### src/rtl/ula_multiciclo_pkg.sv
// Shared definitions for the multi-cycle ALU: opcode constants and FSM states.
// Optional multiplier is enabled with the ULA_MUL_EN macro (see ula_multiciclo).
package ula_pkg;

    localparam logic [2:0] ULA_AND = 3'b000;
    localparam logic [2:0] ULA_OR  = 3'b001;
    localparam logic [2:0] ULA_ADD = 3'b010;
    localparam logic [2:0] ULA_SUB = 3'b011;
    localparam logic [2:0] ULA_SLT = 3'b100;
    localparam logic [2:0] ULA_MUL = 3'b101;
    localparam logic [2:0] ULA_SLL = 3'b110;
    localparam logic [2:0] ULA_SRL = 3'b111;

    typedef enum logic [1:0] {
        OCIOSO    = 2'd0,
        EXECUTA   = 2'd1,
        RESULTADO = 2'd2
    } estado_ula_t;

endpackage

### src/rtl/ula_multiciclo_if.sv
// Operand/result handshake bundle between the datapath (master) and the ALU (slave).
interface ula_multiciclo_if #(
    parameter int LARGURA = 8
) ();

    logic               valido_entrada;
    logic               pronto_entrada;
    logic [LARGURA-1:0] entrada1;
    logic [LARGURA-1:0] entrada2;
    logic [2:0]         sinal_ula;
    logic               valido_saida;
    logic               pronto_saida;
    logic [LARGURA-1:0] saida_ula;
    logic               zero;
    logic               estouro;

    modport master (
        output valido_entrada, entrada1, entrada2, sinal_ula, pronto_saida,
        input  pronto_entrada, valido_saida, saida_ula, zero, estouro
    );

    modport slave (
        input  valido_entrada, entrada1, entrada2, sinal_ula, pronto_saida,
        output pronto_entrada, valido_saida, saida_ula, zero, estouro
    );

endinterface

### src/rtl/ula_multiciclo_multiplicador.sv
// Iterative shift-add multiplier: one partial-product step per cycle,
// LARGURA steps, fim_o pulses for one cycle after the last step.
module ula_multiplicador #(
    parameter int LARGURA = 8
) (
    input  logic                   clock,
    input  logic                   reset,
    input  logic                   inicio_i,
    input  logic [LARGURA-1:0]     a_i,
    input  logic [LARGURA-1:0]     b_i,
    output logic                   fim_o,
    output logic [2*LARGURA-1:0]   produto_o
);

    localparam int CW = $clog2(LARGURA);

    logic [2*LARGURA-1:0] multiplicando_q, multiplicando_d;
    logic [2*LARGURA-1:0] produto_q, produto_d;
    logic [LARGURA-1:0]   multiplicador_q, multiplicador_d;
    logic [CW-1:0]        contador_q, contador_d;
    logic                 ocupado_q, ocupado_d;
    logic                 fim_q, fim_d;

    // Load operands on inicio, then add/shift once per cycle until the counter wraps
    always_comb begin
        multiplicando_d = multiplicando_q;
        produto_d       = produto_q;
        multiplicador_d = multiplicador_q;
        contador_d      = contador_q;
        ocupado_d       = ocupado_q;
        fim_d           = 1'b0;
        if (inicio_i) begin
            multiplicando_d = {{LARGURA{1'b0}}, a_i};
            multiplicador_d = b_i;
            produto_d       = '0;
            contador_d      = '0;
            ocupado_d       = 1'b1;
        end else if (ocupado_q) begin
            if (multiplicador_q[0]) begin
                produto_d = produto_q + multiplicando_q;
            end
            multiplicando_d = multiplicando_q << 1;
            multiplicador_d = multiplicador_q >> 1;
            if (contador_q == CW'(LARGURA - 1)) begin
                contador_d = '0;
                ocupado_d  = 1'b0;
                fim_d      = 1'b1;
            end else begin
                contador_d = contador_q + 1'b1;
            end
        end
    end

    // Multiplier state registers; reset discards any partial product
    always_ff @(posedge clock) begin
        if (reset) begin
            multiplicando_q <= '0;
            produto_q       <= '0;
            multiplicador_q <= '0;
            contador_q      <= '0;
            ocupado_q       <= 1'b0;
            fim_q           <= 1'b0;
        end else begin
            multiplicando_q <= multiplicando_d;
            produto_q       <= produto_d;
            multiplicador_q <= multiplicador_d;
            contador_q      <= contador_d;
            ocupado_q       <= ocupado_d;
            fim_q           <= fim_d;
        end
    end

    assign fim_o     = fim_q;
    assign produto_o = produto_q;

endmodule

### src/rtl/ula_multiciclo.sv
// Multi-cycle ALU with valid/ready handshake and registered result.
// Define ULA_MUL_EN to compile in the iterative multiplier (op 101);
// otherwise op 101 completes in one cycle with a zero result.
module ula_multiciclo
    import ula_pkg::*;
#(
    parameter int LARGURA = 8
) (
    input  logic              clock,
    input  logic              reset,
    ula_multiciclo_if.slave   bus
);

    localparam int SW = $clog2(LARGURA);
    localparam int M  = LARGURA - 1;

    estado_ula_t          estado_q, estado_d;
    logic [LARGURA-1:0]   resultado_q, resultado_d;
    logic                 estouro_q, estouro_d;
    logic                 aceita;
    logic [LARGURA-1:0]   res_comb, soma, dif;
    logic                 ovf_comb;
    logic [SW-1:0]        desloc;

    assign aceita = (estado_q == OCIOSO) && bus.valido_entrada;

`ifdef ULA_MUL_EN
    logic                 inicia_mul;
    logic                 fim_mul;
    logic [2*LARGURA-1:0] produto;

    assign inicia_mul = aceita && (bus.sinal_ula == ULA_MUL);

    ula_multiplicador #(.LARGURA(LARGURA)) u_mult (
        .clock     (clock),
        .reset     (reset),
        .inicio_i  (inicia_mul),
        .a_i       (bus.entrada1),
        .b_i       (bus.entrada2),
        .fim_o     (fim_mul),
        .produto_o (produto)
    );
`endif

    // Single-cycle operations evaluated straight from the bus at acceptance
    always_comb begin
        soma     = bus.entrada1 + bus.entrada2;
        dif      = bus.entrada1 - bus.entrada2;
        desloc   = bus.entrada2[SW-1:0];
        res_comb = '0;
        ovf_comb = 1'b0;
        case (bus.sinal_ula)
            ULA_AND: res_comb = bus.entrada1 & bus.entrada2;
            ULA_OR:  res_comb = bus.entrada1 | bus.entrada2;
            ULA_ADD: begin
                res_comb = soma;
                ovf_comb = (bus.entrada1[M] == bus.entrada2[M]) && (soma[M] != bus.entrada1[M]);
            end
            ULA_SUB: begin
                res_comb = dif;
                ovf_comb = (bus.entrada1[M] != bus.entrada2[M]) && (dif[M] != bus.entrada1[M]);
            end
            ULA_SLT: res_comb[0] = (bus.entrada1 < bus.entrada2);
            ULA_SLL: res_comb = bus.entrada1 << desloc;
            ULA_SRL: res_comb = bus.entrada1 >> desloc;
            default: res_comb = '0;
        endcase
    end

    // Next-state logic; RESULTADO never accepts, even with pronto_saida high
    always_comb begin
        estado_d = estado_q;
        case (estado_q)
            OCIOSO: begin
                if (bus.valido_entrada) begin
                    estado_d = RESULTADO;
`ifdef ULA_MUL_EN
                    if (bus.sinal_ula == ULA_MUL) begin
                        estado_d = EXECUTA;
                    end
`endif
                end
            end
            EXECUTA: begin
`ifdef ULA_MUL_EN
                if (fim_mul) begin
                    estado_d = RESULTADO;
                end
`else
                estado_d = OCIOSO;
`endif
            end
            RESULTADO: begin
                if (bus.pronto_saida) begin
                    estado_d = OCIOSO;
                end
            end
            default: estado_d = OCIOSO;
        endcase
    end

    // Result register loads on acceptance or when the multiplier finishes
    always_comb begin
        resultado_d = resultado_q;
        estouro_d   = estouro_q;
        if (aceita) begin
            resultado_d = res_comb;
            estouro_d   = ovf_comb;
        end
`ifdef ULA_MUL_EN
        if ((estado_q == EXECUTA) && fim_mul) begin
            resultado_d = produto[LARGURA-1:0];
            estouro_d   = |produto[2*LARGURA-1:LARGURA];
        end
`endif
    end

    // State and result registers
    always_ff @(posedge clock) begin
        if (reset) begin
            estado_q    <= OCIOSO;
            resultado_q <= '0;
            estouro_q   <= 1'b0;
        end else begin
            estado_q    <= estado_d;
            resultado_q <= resultado_d;
            estouro_q   <= estouro_d;
        end
    end

    // Outputs decoded from the registered state and result
    always_comb begin
        bus.pronto_entrada = (estado_q == OCIOSO);
        bus.valido_saida   = (estado_q == RESULTADO);
        bus.saida_ula      = resultado_q;
        bus.zero           = (resultado_q == '0);
        bus.estouro        = estouro_q;
    end

endmodule

### src/flat_wrapper.sv
// flat-port wrapper written by rule: the top's interface ports become plain ports
module ula_multiciclo_flat import ula_pkg::*;
#(
    parameter int LARGURA = 8
)
  (clock, reset, bus_valido_entrada, bus_entrada1, bus_entrada2, bus_sinal_ula, bus_pronto_saida, bus_pronto_entrada, bus_valido_saida, bus_saida_ula, bus_zero, bus_estouro);
  ula_multiciclo_if #(.LARGURA(LARGURA)) bus_i ();
  input  logic clock;
  input  logic reset;
  input wire logic [$bits(bus_i.valido_entrada)-1:0] bus_valido_entrada;
  input wire logic [$bits(bus_i.entrada1)-1:0] bus_entrada1;
  input wire logic [$bits(bus_i.entrada2)-1:0] bus_entrada2;
  input wire logic [$bits(bus_i.sinal_ula)-1:0] bus_sinal_ula;
  input wire logic [$bits(bus_i.pronto_saida)-1:0] bus_pronto_saida;
  output wire logic [$bits(bus_i.pronto_entrada)-1:0] bus_pronto_entrada;
  output wire logic [$bits(bus_i.valido_saida)-1:0] bus_valido_saida;
  output wire logic [$bits(bus_i.saida_ula)-1:0] bus_saida_ula;
  output wire logic [$bits(bus_i.zero)-1:0] bus_zero;
  output wire logic [$bits(bus_i.estouro)-1:0] bus_estouro;
  assign bus_i.valido_entrada = bus_valido_entrada;
  assign bus_i.entrada1 = bus_entrada1;
  assign bus_i.entrada2 = bus_entrada2;
  assign bus_i.sinal_ula = bus_sinal_ula;
  assign bus_i.pronto_saida = bus_pronto_saida;
  assign bus_pronto_entrada = bus_i.pronto_entrada;
  assign bus_valido_saida = bus_i.valido_saida;
  assign bus_saida_ula = bus_i.saida_ula;
  assign bus_zero = bus_i.zero;
  assign bus_estouro = bus_i.estouro;
  ula_multiciclo #(.LARGURA(LARGURA)) u_core (.clock(clock), .reset(reset), .bus(bus_i));
endmodule
### config.mk
export PLATFORM = sky130hd
export DESIGN_NAME = ula_multiciclo_flat
export DESIGN_NICKNAME = d
export VERILOG_FILES = /design/src/rtl/ula_multiciclo_pkg.sv /design/src/rtl/ula_multiciclo_if.sv /design/src/rtl/ula_multiciclo_multiplicador.sv /design/src/rtl/ula_multiciclo.sv /design/src/flat_wrapper.sv
export SDC_FILE = /design/constraint.sdc
export NUM_CORES = 1
export LEC_CHECK = 0
export BUFFER_PORTS_ARGS = -buffer_cell sky130_fd_sc_hd__buf_2
export CORE_AREA = 2 2 71 73
export CTS_CLUSTER_SIZE = 25
export DETAILED_ROUTE_END_ITERATION = 8
export DIE_AREA = 0 0 73 75
export GPL_TIMING_DRIVEN = 1
export PLACE_DENSITY = 0.77
export SLEW_MARGIN = 20
export SYNTH_ARGS = -nofsm -noshare
export SYNTH_HDL_FRONTEND = slang
export SYNTH_SLANG_ARGS = --single-unit
### constraint.sdc
create_clock -name clock -period 2.25 [get_ports clock]
set_input_delay 0.3375 -clock clock [delete_from_list [all_inputs] [get_ports clock]]
set_output_delay 0.3375 -clock clock [all_outputs]
set_load 0.01 [all_outputs]
# Yosys cells after proc, flatten, opt, wreduce, memory -nomap -nowiden

Cells that the tools add are included.

Bits in registers: 11
Input bits: 23
Output and inout port bits: 12

Add/subtract/negate cells: 2
Magnitude comparators: 1
Eq/ne operators: 13
Shifts and indexed selects: 2
Muxes and demuxes: 6
Bitwise logic cells: 2
Reductions and logical operators: 7

Operator list:

| cell                 | count |
|---|---|
| $pmux W7 S6          | 1 |
| $eq A3 B3 Y1 const B | 3 |
| $add A8 B8 Y8        | 1 |
| $and A8 B8 Y8        | 1 |
| $logic_not A8 Y1     | 1 |
| $lt A8 B8 Y1         | 1 |
| $or A8 B8 Y8         | 1 |
| $shl A8 B3 Y8        | 1 |
| $shr A8 B3 Y8        | 1 |
| $sub A8 B8 Y8        | 1 |
| $pmux W1 S7          | 1 |
| $eq A3 B2 Y1 const B | 2 |
| $mux W2              | 2 |
| $ne A2 B2 Y1 const B | 2 |
| $pmux W2 S2          | 1 |
| $eq A3 B1 Y1 const B | 1 |
| $logic_and A1 B1 Y1  | 3 |
| $logic_not A3 Y1     | 1 |
| $ne A1 B1 Y1         | 3 |
| $eq A2 B2 Y1 const B | 1 |
| $logic_not A2 Y1     | 1 |
| $pmux W1 S2          | 1 |
| $reduce_and A2 Y1    | 1 |
| $eq A1 B1 Y1         | 1 |

# Longest topological paths before layout

Depth after elaboration: 4
Depth in mapped cells: 10

# Least setup slack after synthesis

Ideal clock, no wire load.

Kind: input port to flip-flop
From: input bus_entrada2[1]
To: register u_core.estouro_q (netlist: u_core.bus.estouro)
Library setup time: 87 ps
Arrival time: 1,854 ps
Path slack: 308 ps
Cell stages on the path: 9
Path through: buf_4 -> inv_1 -> ha_1 -> a211oi_2 -> o21ai_1 -> o31ai_4 -> xnor2_1 -> a32oi_1 -> o31ai_1

Word-level cells in the longest chain between the ends: 4

Ends and longest elaborated chain:

| what                                           | RTL line                                   | source |
|---|---|---|
| from (decl)                                    | flat_wrapper.sv:12                         | `input wire logic [$bits(bus_i.entrada2)-1:0] bus_entrada2;` |
| $sub A8 B8 Y8 or $add A8 B8 Y8 (tied branches) | ula_multiciclo.sv:48, ula_multiciclo.sv:47 |  |
| $ne A1 B1 Y1 (on tied branches)                | ula_multiciclo.sv:61, ula_multiciclo.sv:57 |  |
| $logic_and A1 B1 Y1 (on tied branches)         | ula_multiciclo.sv:61, ula_multiciclo.sv:57 |  |
| $pmux W1 S2 (*)                                | ula_multiciclo.sv:52                       | `case (bus.sinal_ula)` |
| to (signal assigned)                           | ula_multiciclo.sv:127                      | `estouro_q <= estouro_d;` |
| to (decl)                                      | ula_multiciclo.sv:19                       | `logic estouro_q, estouro_d;` |

Every way passes the cells marked *; elsewhere a longest branch is shown, timed or not.
A chain may end at the register's enable or synchronous reset.

# Worst setup path in the final report

From: input bus_entrada1[0]
To: register u_core.resultado_q[2] (netlist: u_core.bus.saida_ula[2])

Word-level cells in the longest chain between the ends: 2

Ends and longest elaborated chain:

| what                                  | RTL line              | source |
|---|---|---|
| from (decl)                           | flat_wrapper.sv:11    | `input wire logic [$bits(bus_i.entrada1)-1:0] bus_entrada1;` |
| $sub A8 B8 Y8 (tied with other cells) | ula_multiciclo.sv:48  | `dif = bus.entrada1 - bus.entrada2;` |
| $pmux W7 S6 (*)                       | ula_multiciclo.sv:52  |  |
| to (signal assigned)                  | ula_multiciclo.sv:126 | `resultado_q <= resultado_d;` |
| to (decl)                             | ula_multiciclo.sv:18  | `logic [LARGURA-1:0] resultado_q, resultado_d;` |

Marks and branches as above.

==> impl_metrics.py <==
metrics = {
    "synth": {
        "synth_flop_cell": "dfxtp_1",
        "synth-edff-count": 0,
        "syn_nets": 316,
        "synth_most_common_cell": "nor2_1",
        "yosys.area.top_type_share": 0.1525,
        "synth-seq-cells": 10,
        "yosysTopAreaCell": "ha_1",
        "ys.warnings.count": 0,
        "post_synth.cell_area_avg_um2": 8.050,
        "synth_commonest_cells": "33 x nor2_1, 26 x ha_1, 26 x inv_1",
        "postSynthCellCount": 265,
        "synth_cell_type_count": 61,
        "synth-async-reset-ratio": 0,
        "seq_area_frac_synth": 0.09384,
        "synthTopCellsByArea": "ha_1 15%, dfxtp_1 9.4%, mux4_1 7.4%, mux2i_1 6.1%, nor2_1 5.8%",
        "syn_area_um2": 2133,
    },
    "drt": {
        "final_antenna_net_count": 0,
        "viasPerCell": 5.935,
        "wirelength_mm": 5.768,
        "route.detailed.drc": 0,
        "detailedRoute.firstPassIterationCount": 4,
        "drtIter0Drc": 263,
        "wl_per_cell_um": 16.25,
        "num_vias": 2107,
    },
    "global_routing": {
        "grt_pass1_wl_mm": 9.094,
        "overflow": 0,
        "use_met2": 0.3724,
        "grt_max_degree": 27,
        "gr-max-usage-layer": "met2",
        "grt_pass1_vias": 1898,
        "grt.total_usage": 0.2136,
        "antenna_found_initial": 0,
        "grtUsageMet1": 0.2722,
        "grt_util_met3": 0.02544,
    },
    "sta": {
        "slew_viol_final": 0,
        "holdWs_ns": 0.2862,
        "period_share": 0.8750,
        "clock_skew_ns": 0.005449,
        "layout_setup_ws_ns": 0.2812,
        "setup_tns_ns": 0,
        "grt_setup_unrepaired": "false",
        "fin_crit_ns": 1.969,
        "fmax_mhz": 507.9,
        "setup-violations-final": 0,
        "slew_headroom": 0.5287,
        "tightestPinTransition_ns": 0.7055,
        "hold_viol_final": 0,
    },
    "placement": {
        "dp.cells": 351,
        "port_buffers": 34,
        "gp_congestion": 0.9503,
        "hpwl_mm": 4.674,
        "place_ws_ns": 0.03771,
    },
    "clock_network": {
        "cts_resized": 0,
        "cts_tree": "done",
        "clk_latency_ns": 0.24,
        "max-clock-path-buffers": 2,
        "cts_buffers": 3,
        "cts_sinks": 10,
        "cts_root_buf": "clkbuf_8",
        "clk_pin_slew_ns": 0.05,
        "cts_htree_levels": 1,
        "ctsHoldBuffers": 0,
        "post-cts-setup-buffers": 0,
    },
    "critical_path": {
        "cp_slowest_cell": "mux4_2",
        "criticalPathCategory": "in2reg",
        "crit_fanout": 6,
        "required_ns": 2.40,
        "path_cells": "buf_2 > inv_1 > ha_1 > fa_1 > xnor2_1 > mux4_2 > nor2_1 > nor4_1 > nor3_1",
        "path_delay_family": "adder cells",
        "cp-end-kind": "flop",
        "r2r_start": "u_core.estado_q[1]",
        "worst_ep_arrival_time_ns": 2.12,
        "max_stage_delay_ns": 0.48,
        "startpoint_type": "input port",
        "crit_buf_inv": 2,
        "crit_start": "bus_entrada1[0]",
    },
    "hold_path": {
        "hp-class": "in2reg",
        "min-delay-start": "bus_pronto_saida",
    },
    "cells_and_area": {
        "diodes": 0,
        "nFillCells": 435,
        "area.growth.synth_to_final_pct": 13.49,
        "stdcell_count": 355,
        "nNetsFinal": 353,
        "drive_gt1_frac": 0.2093,
    },
    "run_status": {
        "outcome": "complete, no violations",
    },
    "floorplan": {
        "rows": 25,
        "io_pins": 35,
        "die_area_um2": 5475,
        "die_w_um": 73,
        "core-area_um2": 4661,
        "die_h_um": 75,
        "initial_core_util": 0.4577,
    },
    "power": {
        "power_density_nw_per_um2": 379.1,
        "peakVddDrop_mv": 0.1366,
        "leakage_nw": 1.132,
    },
    "job": {
        "cap_violations": 0,
    },
}
[state kept, by name (all words and copies together) (netlist names)]
| name | cells |
|---|---|
| u_core.bus.saida_ula | 8 |
| u_core.bus.estouro | 1 |
| u_core.estado_q | 1 |
[final timing paths]
check	to	slack, ns	depth (start not counted)
worst max-delay path	u_core.bus.saida_ula[2]	0.28	9
worst min-delay path	u_core.estado_q[1]	0.29	2
worst max register to register	u_core.bus.saida_ula[0]	0.62	5
worst min register to register	u_core.bus.estouro	0.49	2
[routing by layer]
metal,vias to the layer above,share of wire
met5,-,0
met4,0,0.022
met2,101,0.47
li1,1032,-
met3,15,0.079
met1,959,0.43
[layout by cell type (no fill, tap or decap), types with 7 or more instances in the layout]
cell,instances
buf_2,34
nor2b_1,7
mux2i_1,13
buf_4,14
ha_1,26
o21ai_0,10
nor2_1,33
a21oi_1,16
xnor2_1,9
inv_1,26
nand2_1,17
dfxtp_1,10
[report_power, final]
part           switching (mW)  leakage (nW)  internal (mW)
combinational           0.277          1.02          0.216
clock                  0.0707        0.0288          0.154
sequential             0.0106        0.0819          0.190
total                   0.358          1.13          0.559
[area by class of cell]
class	count	area (um^2)	share of cell area
clock buffers	4	55.05	0.02274
repair buffers	48	275.3	0.1137
multi-input cells	212	1722	0.7111
inverters	27	101.3	0.04186
flip-flops and latches	10	200.2	0.08269
well taps	54	67.56	0.02791
[worst register-to-register path: cells and delay by family, from the launching register on]
kind	cells	cell delay, ns
AND/OR/NAND/NOR	1	0.22
flip-flops	1	0.34
buffers and inverters	1	0.08
AO/OA/AOI/OAI	3	0.87
[metrics by stage]
step / instance area [um^2] / util / total power [mW]
after floorplan: 2133 / - / 0.5471
after global placement: 2366 / 0.5077 / 0.6830
after detailed placement: 2366 / 0.5077 / 0.6885
after CTS: 2421 / 0.5195 / 0.9127
after global routing: 2421 / 0.5195 / 0.9797
final: 2421 / 0.5195 / 0.9178
[logic make-up after synthesis]
family	synth area share
AOI/OAI and AO/OA	0.2528
xor gates and xnor gates	0.04106
adders and majority gates	0.1713
buffers and inverters	0.09911
DFF	0.09384
muxes	0.1507
and+or+nand+nor	0.1912
No activity file was read; power rests on OpenSTA's default activity.
